`config.mk`:
```
export PLATFORM = sky130hd
export DESIGN_NAME = stage_score_ctrl_flat
export DESIGN_NICKNAME = d
export VERILOG_FILES = /design/src/rtl/stage_score_if.sv /design/src/rtl/stage_score_ctrl.sv /design/src/flat_wrapper.sv
export SDC_FILE = /design/constraint.sdc
export NUM_CORES = 1
export LEC_CHECK = 0
export ABC_AREA = 1
export BUFFER_PORTS_ARGS = -buffer_cell sky130_fd_sc_hd__buf_2
export CAP_MARGIN = 20
export CORE_MARGIN = 4
export CORE_UTILIZATION = 60
export CTS_CLUSTER_DIAMETER = 150
export DETAILED_ROUTE_END_ITERATION = 16
export GPL_TIMING_DRIVEN = 0
export PLACE_DENSITY_LB_ADDON = 0.25
export SETUP_SLACK_MARGIN = 0.1
export SYNTH_ARGS = -nofsm -noshare
export SYNTH_HDL_FRONTEND = slang
export SYNTH_SLANG_ARGS = --single-unit
```
`constraint.sdc`:
```
create_clock -name clk_22 -period 12.1 [get_ports clk_22]
set_clock_uncertainty 0.2 [all_clocks]
set_input_delay 2.42 -clock clk_22 [delete_from_list [all_inputs] [get_ports clk_22]]
set_output_delay 2.42 -clock clk_22 [all_outputs]
set_load 0.005 [all_outputs]
```
`src/rtl/stage_score_if.sv`:
```
// stage_score_if: hit strobes and HP levels in; stage, alive and score status out.
interface stage_score_if;
  logic gamestart, shot_enm, shot_boss, reimu_dead;
  logic [6:0] enmhp1, enmhp2, enmhp3, enmhp4;
  logic [9:0] bosshp;
  logic [1:0] state;
  logic [3:0] enm_alive;
  logic boss_active, stage_clear, game_over, bcd_busy;
  logic [13:0] score_bin;
  logic [15:0] score_bcd;
  modport master (
    output gamestart, shot_enm, shot_boss, reimu_dead, enmhp1, enmhp2, enmhp3, enmhp4, bosshp,
    input  state, enm_alive, boss_active, stage_clear, game_over, score_bin, score_bcd, bcd_busy
  );
  modport slave (
    input  gamestart, shot_enm, shot_boss, reimu_dead, enmhp1, enmhp2, enmhp3, enmhp4, bosshp,
    output state, enm_alive, boss_active, stage_clear, game_over, score_bin, score_bcd, bcd_busy
  );
endinterface

```
`src/rtl/stage_score_ctrl.sv`:
```
// stage_score_ctrl: stage sequencing FSM, saturating score and multi-cycle score-to-BCD conversion.
module stage_score_ctrl #(
  parameter int PTS_HIT       = 1,
  parameter int PTS_ENM_KILL  = 50,
  parameter int PTS_BOSS_KILL = 500,
  parameter int SCORE_MAX     = 9999
) (
  input logic clk_22,
  input logic rst,
  stage_score_if.slave bus
);
  typedef enum logic [1:0] {IDLE, WAVE, BOSS, ENDS} stage_t;
  typedef enum logic [1:0] {CIDLE, LOAD, SHIFT, DONE} conv_t;
  stage_t st, st_nx;
  conv_t cs, cs_nx;
  logic [3:0] alive, alive_nx, kills;
  logic clear, clear_nx, over, over_nx, boss_kill, playing;
  logic [13:0] score, score_nx, conv_val, snap, sh;
  logic [15:0] work, bcd;
  logic [3:0] cnt;
  int delta, sum;
  function automatic logic [15:0] add3(input logic [15:0] v);
    logic [15:0] r;
    r = v;
    for (int i = 0; i < 4; i++) r[4*i +: 4] = v[4*i +: 4] >= 4'd5 ? v[4*i +: 4] + 4'd3 : v[4*i +: 4];
    return r;
  endfunction
  always_comb begin
    playing = st == WAVE || st == BOSS;
    kills = st == WAVE ? alive & {bus.enmhp4 == 7'd0, bus.enmhp3 == 7'd0, bus.enmhp2 == 7'd0, bus.enmhp1 == 7'd0} : 4'b0;
    boss_kill = st == BOSS && bus.bosshp == 10'd0;
    delta = (bus.shot_enm ? PTS_HIT : 0) + (bus.shot_boss && st == BOSS ? PTS_HIT : 0)
          + PTS_ENM_KILL * $countones(kills) + (boss_kill ? PTS_BOSS_KILL : 0);
    sum = int'(score) + delta;
    st_nx = st;
    alive_nx = alive;
    clear_nx = clear;
    over_nx = over;
    score_nx = score;
    if (bus.gamestart) begin
      st_nx = WAVE;
      alive_nx = 4'hf;
      score_nx = 14'd0;
      clear_nx = 1'b0;
      over_nx = 1'b0;
    end else if (playing && bus.reimu_dead) begin
      // death wins over any kill this cycle, and its points are dropped
      st_nx = ENDS;
      over_nx = 1'b1;
    end else if (playing) begin
      alive_nx = alive & ~kills;
      score_nx = sum > SCORE_MAX ? 14'(SCORE_MAX) : 14'(sum);
      st_nx = boss_kill ? ENDS : (st == WAVE && alive == 4'b0) ? BOSS : st;
      clear_nx = clear | boss_kill;
    end
  end
  always_ff @(posedge clk_22) begin
    if (rst) begin
      st <= IDLE;
      alive <= 4'b0;
      clear <= 1'b0;
      over <= 1'b0;
      score <= 14'd0;
    end else begin
      st <= st_nx;
      alive <= alive_nx;
      clear <= clear_nx;
      over <= over_nx;
      score <= score_nx;
    end
  end
  always_comb
    cs_nx = cs == CIDLE ? (score != conv_val ? LOAD : CIDLE) :
            cs == LOAD  ? SHIFT :
            cs == SHIFT ? (cnt == 4'd13 ? DONE : SHIFT) : CIDLE;
  // score_bcd only updates in DONE, so the display never sees a half-shifted value
  always_ff @(posedge clk_22) begin
    if (rst) begin
      cs <= CIDLE;
      cnt <= 4'd0;
      work <= 16'd0;
      sh <= 14'd0;
      snap <= 14'd0;
      conv_val <= 14'd0;
      bcd <= 16'd0;
    end else begin
      cs <= cs_nx;
      if (cs == LOAD) begin
        snap <= score;
        sh <= score;
        work <= 16'd0;
        cnt <= 4'd0;
      end
      if (cs == SHIFT) begin
        {work, sh} <= {add3(work), sh} << 1;
        cnt <= cnt + 4'd1;
      end
      if (cs == DONE) begin
        bcd <= work;
        conv_val <= snap;
      end
    end
  end
  assign bus.state = st;
  assign bus.enm_alive = alive;
  assign bus.boss_active = st == BOSS;
  assign bus.stage_clear = clear;
  assign bus.game_over = over;
  assign bus.score_bin = score;
  assign bus.score_bcd = bcd;
  assign bus.bcd_busy = cs != CIDLE;
endmodule

```
`src/flat_wrapper.sv`:
```
// flat-port wrapper written by rule: the top's interface ports become plain ports
module stage_score_ctrl_flat 
#(
  parameter int PTS_HIT       = 1,
  parameter int PTS_ENM_KILL  = 50,
  parameter int PTS_BOSS_KILL = 500,
  parameter int SCORE_MAX     = 9999
)
  (clk_22, rst, bus_gamestart, bus_shot_enm, bus_shot_boss, bus_reimu_dead, bus_enmhp1, bus_enmhp2, bus_enmhp3, bus_enmhp4, bus_bosshp, bus_state, bus_enm_alive, bus_boss_active, bus_stage_clear, bus_game_over, bus_score_bin, bus_score_bcd, bus_bcd_busy);
  stage_score_if bus_i ();
  input logic clk_22;
  input logic rst;
  input wire logic [$bits(bus_i.gamestart)-1:0] bus_gamestart;
  input wire logic [$bits(bus_i.shot_enm)-1:0] bus_shot_enm;
  input wire logic [$bits(bus_i.shot_boss)-1:0] bus_shot_boss;
  input wire logic [$bits(bus_i.reimu_dead)-1:0] bus_reimu_dead;
  input wire logic [$bits(bus_i.enmhp1)-1:0] bus_enmhp1;
  input wire logic [$bits(bus_i.enmhp2)-1:0] bus_enmhp2;
  input wire logic [$bits(bus_i.enmhp3)-1:0] bus_enmhp3;
  input wire logic [$bits(bus_i.enmhp4)-1:0] bus_enmhp4;
  input wire logic [$bits(bus_i.bosshp)-1:0] bus_bosshp;
  output wire logic [$bits(bus_i.state)-1:0] bus_state;
  output wire logic [$bits(bus_i.enm_alive)-1:0] bus_enm_alive;
  output wire logic [$bits(bus_i.boss_active)-1:0] bus_boss_active;
  output wire logic [$bits(bus_i.stage_clear)-1:0] bus_stage_clear;
  output wire logic [$bits(bus_i.game_over)-1:0] bus_game_over;
  output wire logic [$bits(bus_i.score_bin)-1:0] bus_score_bin;
  output wire logic [$bits(bus_i.score_bcd)-1:0] bus_score_bcd;
  output wire logic [$bits(bus_i.bcd_busy)-1:0] bus_bcd_busy;
  assign bus_i.gamestart = bus_gamestart;
  assign bus_i.shot_enm = bus_shot_enm;
  assign bus_i.shot_boss = bus_shot_boss;
  assign bus_i.reimu_dead = bus_reimu_dead;
  assign bus_i.enmhp1 = bus_enmhp1;
  assign bus_i.enmhp2 = bus_enmhp2;
  assign bus_i.enmhp3 = bus_enmhp3;
  assign bus_i.enmhp4 = bus_enmhp4;
  assign bus_i.bosshp = bus_bosshp;
  assign bus_state = bus_i.state;
  assign bus_enm_alive = bus_i.enm_alive;
  assign bus_boss_active = bus_i.boss_active;
  assign bus_stage_clear = bus_i.stage_clear;
  assign bus_game_over = bus_i.game_over;
  assign bus_score_bin = bus_i.score_bin;
  assign bus_score_bcd = bus_i.score_bcd;
  assign bus_bcd_busy = bus_i.bcd_busy;
  stage_score_ctrl #(.PTS_HIT(PTS_HIT), .PTS_ENM_KILL(PTS_ENM_KILL), .PTS_BOSS_KILL(PTS_BOSS_KILL), .SCORE_MAX(SCORE_MAX)) u_core (.clk_22(clk_22), .rst(rst), .bus(bus_i));
endmodule
```
== Word level (Yosys, flattened, before mapping) ==
Cells that the tools add are included.
Operators by class
  reduce and logical (&&, ||, !) cells: 25
  order comparisons: 5
  multiplexer cells: 28
  bitwise logic cells: 5
  divide/modulo/power cells: 0
  equality and inequality tests: 8
  add/sub/neg operators: 12
  multipliers: 1
  shift-type cells: 0
Operator list (count)
  32-bit adder: 4
  14-bit 2-to-1 mux: 3
  4-bit 2-to-1 mux: 9
  15-bit by 32-bit adder with 32-bit output: 1
  32-bit by 15-bit > comparator with 1-bit output (second input constant): 1
  6-bit by 32-bit multiplier with 31-bit output (first input constant): 1
  16-bit 2-to-1 mux: 2
  7-bit logical NOT: 4
  4-bit by 3-bit >= comparator with 1-bit output (second input constant): 4
  2-bit 2-to-1 mux: 7
  14-bit inequality test: 1
  4-bit by 2-bit adder with 4-bit output (second input constant): 3
  10-bit logical NOT: 1
  9-bit 2-to-1 mux: 1
  4-bit bitwise AND: 2
  2-bit AND reduction: 4
  2-bit nonzero test: 4
  2-bit == test (second input constant): 3
  3-bit nonzero test: 2
  1-bit 2-to-1 mux: 5
  1-bit by 1-bit adder with 2-bit output: 2
  4-bit by 1-bit adder with 4-bit output (second input constant): 1
  2-bit by 1-bit == test with 1-bit output (second input constant): 2
  4-bit == test (second input constant): 1
  12 further kinds: 16
Word-level totals
  bits in latches: 0
  memory bits (writable): 0
  word-level logic and storage cells: 98
  memories kept: 0
  register bits: 102
  memory bits (read-only): 0

== Longest topological paths before layout ==
Gate-level depths: netlist (run 1).
  depth in word-level cells: 11
  gate-level depth with buffers: 28
  mapped depth without buffers: 28

== Worst setup path before layout (run 1) ==
Ideal clock, no wire load.
  kind: input-to-reg
  start point: input bus_enmhp2[0]
  end point: register u_core.score[0], in the netlist u_core.bus.score_bin[0]
  stages on the path: 26
  arrival: 6819 ps
  library setup time: 112 ps
  path slack: 4969 ps
  cell sequence: or4_1 nor4_1 ha_1 ha_1 fa_1 ha_1 ha_1 ha_1 inv_1 fa_1 inv_1 ha_1 nand2_1 inv_1 a21oi_4 nand2_2 nand2_2 nand2_2 nand2_2 nand2_2 nor2_2 nand2_2 nand2_4 nand2_4 o21ai_2 inv_1
Between the ends
  cells in the longest elaborated chain, start to end: 11
RTL lines
  start, declared: RTL line flat_wrapper.sv:18  | input wire logic [$bits(bus_i.enmhp2)-1:0] bus_enmhp2;
  7-bit logical NOT: RTL line stage_score_ctrl.sv:30  | kills = st == WAVE ? alive & {bus.enmhp4 == 7'd0, bus.enmhp3 == 7'd0, bus.enmhp2 == 7'd0, bus.enmhp1 == 7'd0} ...
  4-bit bitwise AND: RTL line stage_score_ctrl.sv:30
  4-bit 2-to-1 mux: RTL line stage_score_ctrl.sv:30
  1-bit by 1-bit adder with 2-bit output (implied by the code): RTL line stage_score_ctrl.sv:33  | + PTS_ENM_KILL * $countones(kills) + (boss_kill ? PTS_BOSS_KILL : 0);
  32-bit adder (implied by the code): RTL line stage_score_ctrl.sv:33
  6-bit by 32-bit multiplier with 31-bit output: RTL line stage_score_ctrl.sv:33
  32-bit adder (2 in a row): RTL line stage_score_ctrl.sv:33
  15-bit by 32-bit adder with 32-bit output: RTL line stage_score_ctrl.sv:34  | sum = int'(score) + delta;
  32-bit by 15-bit > comparator with 1-bit output: RTL line stage_score_ctrl.sv:52  | score_nx = sum > SCORE_MAX ? 14'(SCORE_MAX) : 14'(sum);
  14-bit 2-to-1 mux: RTL line stage_score_ctrl.sv:52
  end signal, assigned: RTL line stage_score_ctrl.sv:69  | score <= score_nx;
  end, declared: RTL line stage_score_ctrl.sv:18  | logic [13:0] score, score_nx, conv_val, snap, sh;
No other way between the ends.
A chain may end at the register's enable or synchronous reset.

== Worst setup path after layout (run 1) ==
  start point: input bus_enmhp2[0]
  end point: register u_core.score[3], in the netlist u_core.bus.score_bin[3]
Between the ends
  cells in the longest elaborated chain, start to end: 11
RTL lines (RTL line)
  7-bit logical NOT *: stage_score_ctrl.sv:30
  4-bit bitwise AND *: stage_score_ctrl.sv:30
  4-bit 2-to-1 mux *: stage_score_ctrl.sv:30
  1-bit by 1-bit adder with 2-bit output (implied by the code) *: stage_score_ctrl.sv:33
  32-bit adder (implied by the code) *: stage_score_ctrl.sv:33
  6-bit by 32-bit multiplier with 31-bit output *: stage_score_ctrl.sv:33
  32-bit adder * (2 in a row): stage_score_ctrl.sv:33
  15-bit by 32-bit adder with 32-bit output *: stage_score_ctrl.sv:34
  32-bit by 15-bit > comparator with 1-bit output: stage_score_ctrl.sv:52
  14-bit 2-to-1 mux *: stage_score_ctrl.sv:52
Mark *: on every way between the ends. The rest lies on a longest branch, timed or not.

==> results_dict.tcl, run 1 <==
set metrics [dict create \
    outcome "finished clean" \
    post-cts-setup-buffers 0 \
    rows 35 \
    yosys_warnings 0 \
    syn_area_mm2 0.00567 \
    firstDrtPassIters 8 \
    tightest_slew_ns 0.604 \
    cp.required_ns 12.17 \
    critPathArrivalTime_ns 7.45 \
    rsz0062_at_grt "false" \
    drc 0 \
    hold_buffers 0 \
    relSlewSlack 0.597 \
    place.gp.congestion 0.884 \
    path_clk_slew_ns 0.11 \
    diodes 0 \
    synth-seq-cells 102 \
    htree_levels 3 \
    final-setup-viol-count 0 \
    clockBufferDepth 2 \
    max-vdd-ir-drop_v 0.0000731 \
    drt_first_iter_violations 453 \
    globalRouteMet2Util 0.436 \
    avgSynthCellArea_um2 7.12 \
    synth_top_area_share 0.360 \
    worstPathMaxFanout 7 \
    coreArea_mm2 0.00924 \
    cts.sink_count 102 \
    fin_crit_sh 0.610 \
    synth_flop_cell "dfxtp_1" \
    max_cap_viol_count 0 \
    busiest_layer "met2" \
    viasPerCell 5.51 \
    finalPower_mw 0.617 \
    synth_area_leaders "dfxtp_1 36%, nand2_1 11%, ha_1 8.4%" \
    grt.overflow.total 0 \
    end_kind "flip-flop" \
    grt_pass1_wl_mm 24.9 \
    die_area_mm2 0.0111 \
    worstSetupStartpointType "primary input" \
    synthCells 796 \
    die_h_um 105 \
    antenna_left 0 \
    clk_latency_ns 0.37 \
    post_cts_resized 0 \
    synth_edf_count 0 \
    synth_nets 887 \
    floorplan.initialDensity 0.614 \
    yosysTopAreaCell "dfxtp_1" \
    port_buffers 82 \
    min_path_type "flip-flop to flip-flop" \
    p_leak_nw 2.92 \
    root_buffer "clkbuf_8" \
    grt_util_met3 0.0563 \
    timing.hold.ws_ns 0.260 \
    max_clock_freq_mhz 135 \
    die_x_um 105 \
    setup_tns_ns 0 \
    yosysUniqueCellTypes 36 \
    ys_seq_area_frac 0.360 \
    hpwl_mm 11.6 \
    async_reset_ff_frac 0 \
    cts-buffers-inserted 9 \
    cts_tree "yes" \
    final-max-slew-violation-count 0 \
    nets 980 \
    syn_to_final_growth_pct 13.4 \
    drive_gt1_frac 0.139 \
    wirelength_mm 14.7 \
    grt_usage 0.271 \
    route.vias.total 5639 \
    grt_start_max_net_pins 20 \
    p_per_area_mw_per_mm2 95.9 \
    ios 84 \
    met1_usage 0.372 \
    min_period_ns 7.38 \
    timing_hold_violations_final 0 \
    antenna_found_initial 0 \
    grt_pass1_vias 5517 \
    crit_type "primary input to flip-flop" \
    wl_per_cell_um 14.4 \
]
registers in the layout, indices dropped and copies added (netlist names):
register	count
u_core.sh	14
u_core.bus.enm_alive	4
u_core.bus.score_bcd	16
u_core.cs	2
u_core.bus.game_over	1
u_core.work	16
u_core.bus.state	2
u_core.cnt	4
u_core.snap	14
u_core.bus.score_bin	14
u_core.conv_val	14
u_core.bus.stage_clear	1
kinds of logic after synthesis:
group	count (synthesis)	synth area share
adder cells (fa/ha/maj)	47	0.116
XOR/XNOR	11	0.0170
flip-flops	102	0.360
AND/OR/NAND/NOR	331	0.256
buffers and inverters	146	0.0969
AO/OA/AOI/OAI	159	0.154
layout by cell type (no fill, tap or decap), types with 4 or more instances in the layout:
cell and count:
nand2_1 169, xor2_1 8, nand2_2 6, nor3_1 15, nand3_2 4, a21oi_1 87, a31oi_1 13, clkbuf_8 9
nand3_1 51, o21ai_0 43, dfxtp_1 102, nand4_1 7, nor2_1 58, o21ai_2 7, fa_1 9, ha_1 38
clkbuf_1 28, nor4_1 11, inv_1 115, buf_2 83
worst max-delay path, cell delays in order:
cell and delay [ns]:
buf_2 0.10, or4_1 0.50, nor4_1 0.30, ha_1 0.31
ha_1 0.19, fa_1 0.60, ha_1 0.28, ha_1 0.21
ha_1 0.28, inv_1 0.05, fa_1 0.48, inv_1 0.05
ha_1 0.35, nand2_1 0.16, inv_1 0.09, a21oi_4 0.16
nand2_2 0.07, nand2_2 0.08, nand2_2 0.07, nand2_2 0.07
nand2_2 0.06, nor2_2 0.09, nand2_2 0.07, nand2_4 0.10
nand2_4 0.12, o21ai_2 0.13, inv_1 0.05
through the flow:
stage	instance area, um2	util	instances	setup WS [ns]
finish	6430	0.696	1023	4.72
global route	6430	0.696	1023	4.46
CTS	6430	0.696	1023	4.73
detailed placement	6240	0.676	1007	4.34
global placement	6240	0.676	1007	4.49
floorplan	5670	-	796	4.97
Yosys cell counts (2+ instances only):
cell type,instances
nand3_1,51
nor3_1,15
inv_1,115
nand2_2,6
xor2_1,8
ha_1,38
clkbuf_1,28
nand2_1,169
dfxtp_1,102
xnor2_1,3
fa_1,9
nand2_4,2
a31oi_1,13
a21oi_1,87
nand3b_1,2
o21ai_0,43
o21ai_2,7
nor2_1,58
or2_2,3
nor4_1,11
a221oi_1,2
nand4_1,7
nand3_2,4
routing by layer:
layer,up-vias,wire [um],share of wire
met4,0,221,0.015
li1,2778,-,-
met5,-,0,0
met2,225,6760,0.46
met1,2612,6570,0.45
met3,24,1130,0.077
path summary, 6_finish.rpt:
check                                    from                                    to  slack [ns]  depth (start not counted)
max reg2reg  u_core.bus.state[0]$_SDFFE_PP0P_  u_core.bus.score_bin[3]$_SDFFE_PP0P_        6.66                         27
min reg2reg        u_core.sh[13]$_SDFFE_PP0P_           u_core.work[0]$_SDFFE_PP0P_        0.26                          2
max                             bus_enmhp2[0]  u_core.bus.score_bin[3]$_SDFFE_PP0P_        4.72                         27
min                u_core.sh[13]$_SDFFE_PP0P_           u_core.work[0]$_SDFFE_PP0P_        0.26                          2
power breakdown:
group,switching [mW],internal [mW],total [mW]
combinational,0.0437,0.0199,0.0636
clock,0.129,0.0799,0.209
sequential,0.00430,0.340,0.344
final cells by class:
| class | instances | area [um2] |
|---|---|---|
| clock inverter | 7 | 66.3 |
| inverter | 116 | 435 |
| multi-input combinational | 548 | 3080 |
| timing repair buffer | 82 | 410 |
| clock buffer | 9 | 124 |
| fill | 817 | 2810 |
| sequential | 102 | 2040 |
| buffer | 30 | 114 |
| tap | 129 | 161 |
No activity file was read; power rests on OpenSTA's default activity.
==> inputs of run 2 (changes only) <==
--- a/config.mk
+++ b/config.mk
@@ -9,7 +9,7 @@
 export BUFFER_PORTS_ARGS = -buffer_cell sky130_fd_sc_hd__buf_2
 export CAP_MARGIN = 20
 export CORE_MARGIN = 4
-export CORE_UTILIZATION = 60
+export CORE_UTILIZATION = 52
 export CTS_CLUSTER_DIAMETER = 150
 export DETAILED_ROUTE_END_ITERATION = 16
 export GPL_TIMING_DRIVEN = 0
==> constraint.sdc (replaced) <==
create_clock -name clk_22 -period 6.25 [get_ports clk_22]
set_clock_uncertainty 0.2 [all_clocks]
set_input_delay 1.25 -clock clk_22 [delete_from_list [all_inputs] [get_ports clk_22]]
set_output_delay 1.25 -clock clk_22 [all_outputs]
set_load 0.005 [all_outputs]
==> run 2 against run 1 <==
Net effect:
- first-iteration DRC count is 11% lower
- critical endpoint is now u_core.bus.score_bin[8]$_SDFFE_PP0P_
- sequential share of layout area down 0.29 points
- register-to-register slack got worse by 5.5 ns
- largest power group unchanged
- combinational power grew 93%
- flip-flop and latch count stayed put
- count of clock-buffer cells in the layout up 1
- non-clock buffer count did not move
- clock power up 100%
- setup slack lost 4.4 ns
==> results_dict.tcl, run 2 (synthesized netlist as in run 1, its figures left out) <==
set metrics [dict create \
    outcome "finished clean" \
    p_leak_nw 2.92 \
    place.gp.congestion 0.880 \
    worstSetupStartpointType "primary input" \
    htree_levels 3 \
    end_kind "flip-flop" \
    clockBufferDepth 2 \
    antenna_found_initial 0 \
    wl_met1_mm 6.95 \
    nFillCells 1028 \
    die_area_mm2 0.0126 \
    grt.overflow.total 0 \
    utilization 0.620 \
    hold_buffers 0 \
    p_per_area_mw_per_mm2 186 \
    viasPerCell 5.24 \
    max_cap_viol_count 0 \
    wirelength_mm 13.7 \
    final-setup-viol-count 0 \
    antenna_left 0 \
    firstDrtPassIters 5 \
    setup_ws_ns 0.309 \
    timing_hold_violations_final 0 \
    worstPathMaxFanout 7 \
    drt_first_iter_violations 404 \
    die_x_um 112 \
    post-cts-setup-buffers 0 \
    coreArea_mm2 0.0105 \
    port_buffers 82 \
    grt_usage 0.220 \
    final_common_cell "nand2_1" \
    nets 980 \
    post_cts_resized 0 \
    die_h_um 112 \
    clk_latency_ns 0.37 \
    internal_power_mw 0.891 \
    grt_pass1_wl_mm 23.2 \
    diodes 0 \
    met3_length_um 809 \
    syn_to_final_growth_pct 14.5 \
    regToRegSetupSlack_ns 1.20 \
    rows 37 \
    cts.sink_count 102 \
    p_sw_mw 0.315 \
    fin_crit_sh 0.951 \
    ios 84 \
    relSlewSlack 0.583 \
    wl_per_cell_um 13.3 \
    preCtsSetupSlack_ns -0.172 \
    rsz0062_at_grt "true" \
    drive_gt1_frac 0.147 \
    combPwrFrac 0.102 \
    crit_type "primary input to flip-flop" \
    cts_tree "yes" \
    route.vias.total 5390 \
    mostFrequentLayoutCells "167 x nand2_1, 115 x inv_1, 102 x dfxtp_1" \
    dr.max_layer_used "met4" \
    max-vdd-ir-drop_v 0.000124 \
    grt_pass1_vias 4929 \
    drc 0 \
    cts-buffers-inserted 9 \
    met2_wirelength_mm 5.81 \
    max_clock_freq_mhz 168 \
    timing.hold.ws_ns 0.265 \
    final-max-slew-violation-count 0 \
    critPathArrivalTime_ns 6.00 \
    min_path_type "flip-flop to flip-flop" \
    pwr-share-clk 0.346 \
    swShare 0.261 \
    grt_start_max_net_pins 17 \
    pwr-share-seq 0.552 \
    hpwl_mm 10.7 \
    root_buffer "clkbuf_8" \
    tightest_slew_ns 0.626 \
    floorplan.initialDensity 0.542 \
    min_period_ns 5.94 \
    path_clk_slew_ns 0.09 \
    cp.required_ns 6.31 \
]
==> run 2: metrics by stage <==
stage	total power [mW]	setup TNS, ns	instance area [um2]	cells
after floorplan	0.751	0	5670	796
after global placement	0.799	-1.22	6250	1014
after detailed placement	0.801	-1.85	6250	1014
after CTS	1.21	0	6450	1029
after global routing	1.26	0	6490	1029
final	1.21	0	6490	1029
==> run 2: cell type report <==
class	instances	area, um2	share of cell area
plain buffers	30	114	0.0175
clock buffers	10	138	0.0212
clock inverters	5	58.8	0.00906
repair buffers	82	410	0.0632
multi-input cells	548	3120	0.481
well taps	136	170	0.0262
inverters	116	435	0.0671
flip-flops and latches	102	2040	0.315
==> run 2: worst max-delay path, stage by stage <==
cell and delay, ns:
buf_2 0.10, or4_4 0.53, nor4_4 0.28, ha_1 0.27
ha_1 0.20, fa_2 0.60, ha_1 0.25, ha_1 0.20
ha_1 0.28, inv_1 0.05, fa_1 0.47, inv_1 0.06
ha_4 0.30, nand2_2 0.08, nor2_1 0.11, nand3_1 0.14
nand2_1 0.10, nand2_1 0.05, nand2_1 0.09, nor2_1 0.05
nand3_1 0.09, nand2_2 0.07, nand2_4 0.10, nand2_4 0.12
o21ai_2 0.13, inv_1 0.04
==> run 2: final timing paths <==
check                                               to  cells after the start                             start
setup / recovery  u_core.bus.score_bin[8]$_SDFFE_PP0P_                     26                     bus_enmhp2[0]
setup reg to reg  u_core.bus.score_bin[8]$_SDFFE_PP0P_                     26  u_core.bus.state[0]$_SDFFE_PP0P_
hold / removal            u_core.snap[11]$_SDFFE_PP0P_                      2      u_core.snap[11]$_SDFFE_PP0P_
hold reg to reg           u_core.snap[11]$_SDFFE_PP0P_                      2      u_core.snap[11]$_SDFFE_PP0P_
==> run 2: per-layer routing <==
metal  global-route usage  up-vias
li1                     -     2770
met4               0.0457        0
met3               0.0415       13
met1                0.336     2445
met5                    0        -
met2                0.322      162
==> run 2: power groups by stage <==
stage	clock network [mW]	logic [mW]	registers [mW]
after CTS	0.426	0.121	0.665
after detailed placement	0	0.120	0.680
after global routing	0.452	0.138	0.667
after global placement	0	0.118	0.681
final	0.417	0.123	0.665
after floorplan	0	0.0716	0.679
==> inputs of run 3 (changes only) <==
--- a/config.mk
+++ b/config.mk
@@ -10,7 +10,6 @@
 export CAP_MARGIN = 20
 export CORE_MARGIN = 4
 export CORE_UTILIZATION = 52
-export CTS_CLUSTER_DIAMETER = 150
 export DETAILED_ROUTE_END_ITERATION = 16
 export GPL_TIMING_DRIVEN = 0
 export PLACE_DENSITY_LB_ADDON = 0.25
==> constraint.sdc (replaced) <==
create_clock -name clk_22 -period 6.25 [get_ports clk_22]
set_clock_uncertainty 0.2 [all_clocks]
set_input_delay 1.875 -clock clk_22 [delete_from_list [all_inputs] [get_ports clk_22]]
set_output_delay 1.875 -clock clk_22 [all_outputs]
set_load 0.005 [all_outputs]
==> run 3 against run 2 <==
Net effect:
- largest power group unchanged
- the run now ends with negative setup slack left
- cell area increased by 5.4%
- via count is 2.0% higher
- final cell count grew 2.4%
- critical path type unchanged
- highest routed layer unchanged
==> results_dict.tcl, run 3 (synthesized netlist as in run 1, its figures left out) <==
set metrics [dict create \
    wirelength_mm 14.6 \
    antenna_found_initial 0 \
    r2r_start "u_core.bus.state[0]$_SDFFE_PP0P_" \
    nFillCells 940 \
    violations "negative setup slack" \
    grt_start_max_net_pins 16 \
    relSlewSlack 0.595 \
    p_sw_mw 0.310 \
    pwr-share-seq 0.549 \
    max_cap_viol_count 0 \
    combPwrFrac 0.101 \
    ios 84 \
    min_period_ns 6.41 \
    max-vdd-ir-drop_v 0.000134 \
    rsz0062_at_grt "true" \
    cts-buffers-inserted 9 \
    min_path_type "flip-flop to flip-flop" \
    met3_length_um 653 \
    drc 0 \
    drt_first_iter_violations 312 \
    dr.max_layer_used "met4" \
    floorplan.initialDensity 0.542 \
    syn_to_final_growth_pct 20.6 \
    htree_levels 3 \
    path_clk_slew_ns 0.09 \
    worstPathMaxFanout 7 \
    grt_pass1_wl_mm 24.9 \
    nets 1005 \
    die_x_um 112 \
    setup_ws_ns -0.164 \
    route.vias.total 5499 \
    p_per_area_mw_per_mm2 177 \
    root_buffer "clkbuf_8" \
    final-setup-viol-count 14 \
    cp-startpoint "bus_enmhp2[0]" \
    coreArea_mm2 0.0105 \
    tightest_slew_ns 0.607 \
    max_clock_freq_mhz 156 \
    hpwl_mm 10.7 \
    fin_crit_sh 1.03 \
    diodes 0 \
    wl_met1_mm 6.64 \
    grt_pass1_vias 5429 \
    firstDrtPassIters 5 \
    place.gp.congestion 0.825 \
    drive_gt1_frac 0.191 \
    swShare 0.256 \
    final_common_cell "nand2_1" \
    clockBufferDepth 2 \
    crit_type "primary input to flip-flop" \
    utilization 0.654 \
    timing_hold_violations_final 0 \
    p_leak_nw 3.07 \
    mostFrequentLayoutCells "163 x nand2_1, 112 x inv_1, 102 x dfxtp_1" \
    die_h_um 112 \
    die_area_mm2 0.0126 \
    internal_power_mw 0.902 \
    rows 37 \
    viasPerCell 5.22 \
    port_buffers 82 \
    antenna_left 0 \
    final-max-slew-violation-count 0 \
    grt_usage 0.237 \
    cts.sink_count 102 \
    critPathArrivalTime_ns 6.49 \
    outcome "finished, violations left" \
    preCtsSetupSlack_ns -0.542 \
    pwr-share-clk 0.350 \
    cts_tree "yes" \
    met2_wirelength_mm 6.94 \
    min_from "u_core.snap[9]$_SDFFE_PP0P_" \
    grt.overflow.total 0 \
    end_kind "flip-flop" \
    hold_buffers 0 \
    cp.required_ns 6.32 \
    worstSetupStartpointType "primary input" \
    wl_per_cell_um 13.8 \
    clk_latency_ns 0.37 \
]
==> run 3: changes by cell type in the layout (fill, tap and decap cells not counted), moves of 3 or more <==
cell     change
a21oi_1      -4
a21oi_2      +4
buf_4       +23
ha_1         -4
ha_4         +4
inv_1        -3
nand2_1      -4
nand2_2      +3
==> run 3: per-layer routing <==
metal | global-route usage | vias up
met2 | 0.394 | 126
met5 | 0 | -
met1 | 0.312 | 2535
li1 | - | 2810
met4 | 0.0681 | 0
met3 | 0.0491 | 28
==> run 3: cell type report <==
class	instances	area (um2)	share of cell area
Multi-Input combinational cell	548	3260	0.476
Sequential cell	102	2040	0.299
Timing Repair Buffer	107	621	0.0907
Inverter	116	438	0.0640
Tap cell	136	170	0.0249
Clock buffer	12	155	0.0227
Buffer	30	114	0.0166
Clock inverter	3	43.8	0.00640
==> run 3: worst max-delay path, cell delays in order <==
cell and delay (ns):
buf_6 0.09, or4_4 0.53, nor4_4 0.17, ha_1 0.27, ha_2 0.20, fa_2 0.63, ha_4 0.23, ha_4 0.16
ha_4 0.26, inv_2 0.03, fa_1 0.49, inv_2 0.05, ha_4 0.27, nand2_4 0.10, inv_4 0.04, a21oi_4 0.15
nand2_2 0.08, nand2_2 0.09, nand2_2 0.06, nand2_2 0.06, nand2_2 0.06, nor2_2 0.09, nand2_2 0.07, nand2_4 0.11
nand2_8 0.09, o21ai_2 0.13, inv_1 0.07
==> run 3: per-stage QoR <==
stage / hold slack, ns / TNS (ns) / instance area, um2 / cells / power (mW)
2_1_floorplan: 0.238 / -0.717 / 5730 / 796 / 0.751
3_3_place_gp: 0.246 / -5.91 / 6310 / 1014 / 0.799
3_5_place_dp: 0.253 / -6.59 / 6310 / 1014 / 0.800
4_1_cts: 0.266 / -0.0690 / 6750 / 1051 / 1.22
5_1_grt: 0.283 / -3.13 / 6840 / 1054 / 1.26
6_report: 0.266 / -1.40 / 6840 / 1054 / 1.21
==> run 3: repair_timing <==
action                     CTS  global route
buffers inserted            22             3
resized for setup           11            12
pin swaps                    2             5
setup endpoints to repair   13            14
==> run 3: final timing paths <==
kind	end	slack [ns]	cells after the start
worst max register to register	u_core.bus.score_bin[0]$_SDFFE_PP0P_	1.22	27
worst min-delay path	u_core.snap[9]$_SDFFE_PP0P_	0.27	2
worst min register to register	u_core.snap[9]$_SDFFE_PP0P_	0.27	2
worst max-delay path	u_core.bus.score_bin[0]$_SDFFE_PP0P_	-0.16	27
==> run 3: power by group through the flow <==
stage          combinational [mW]  clock [mW]  sequential (mW)
4_1_cts                     0.121       0.431            0.666
6_report                    0.122       0.424            0.666
5_1_grt                     0.137       0.454            0.667
3_3_place_gp                0.119           0            0.680
3_5_place_dp                0.119           0            0.681
2_1_floorplan              0.0725           0            0.679
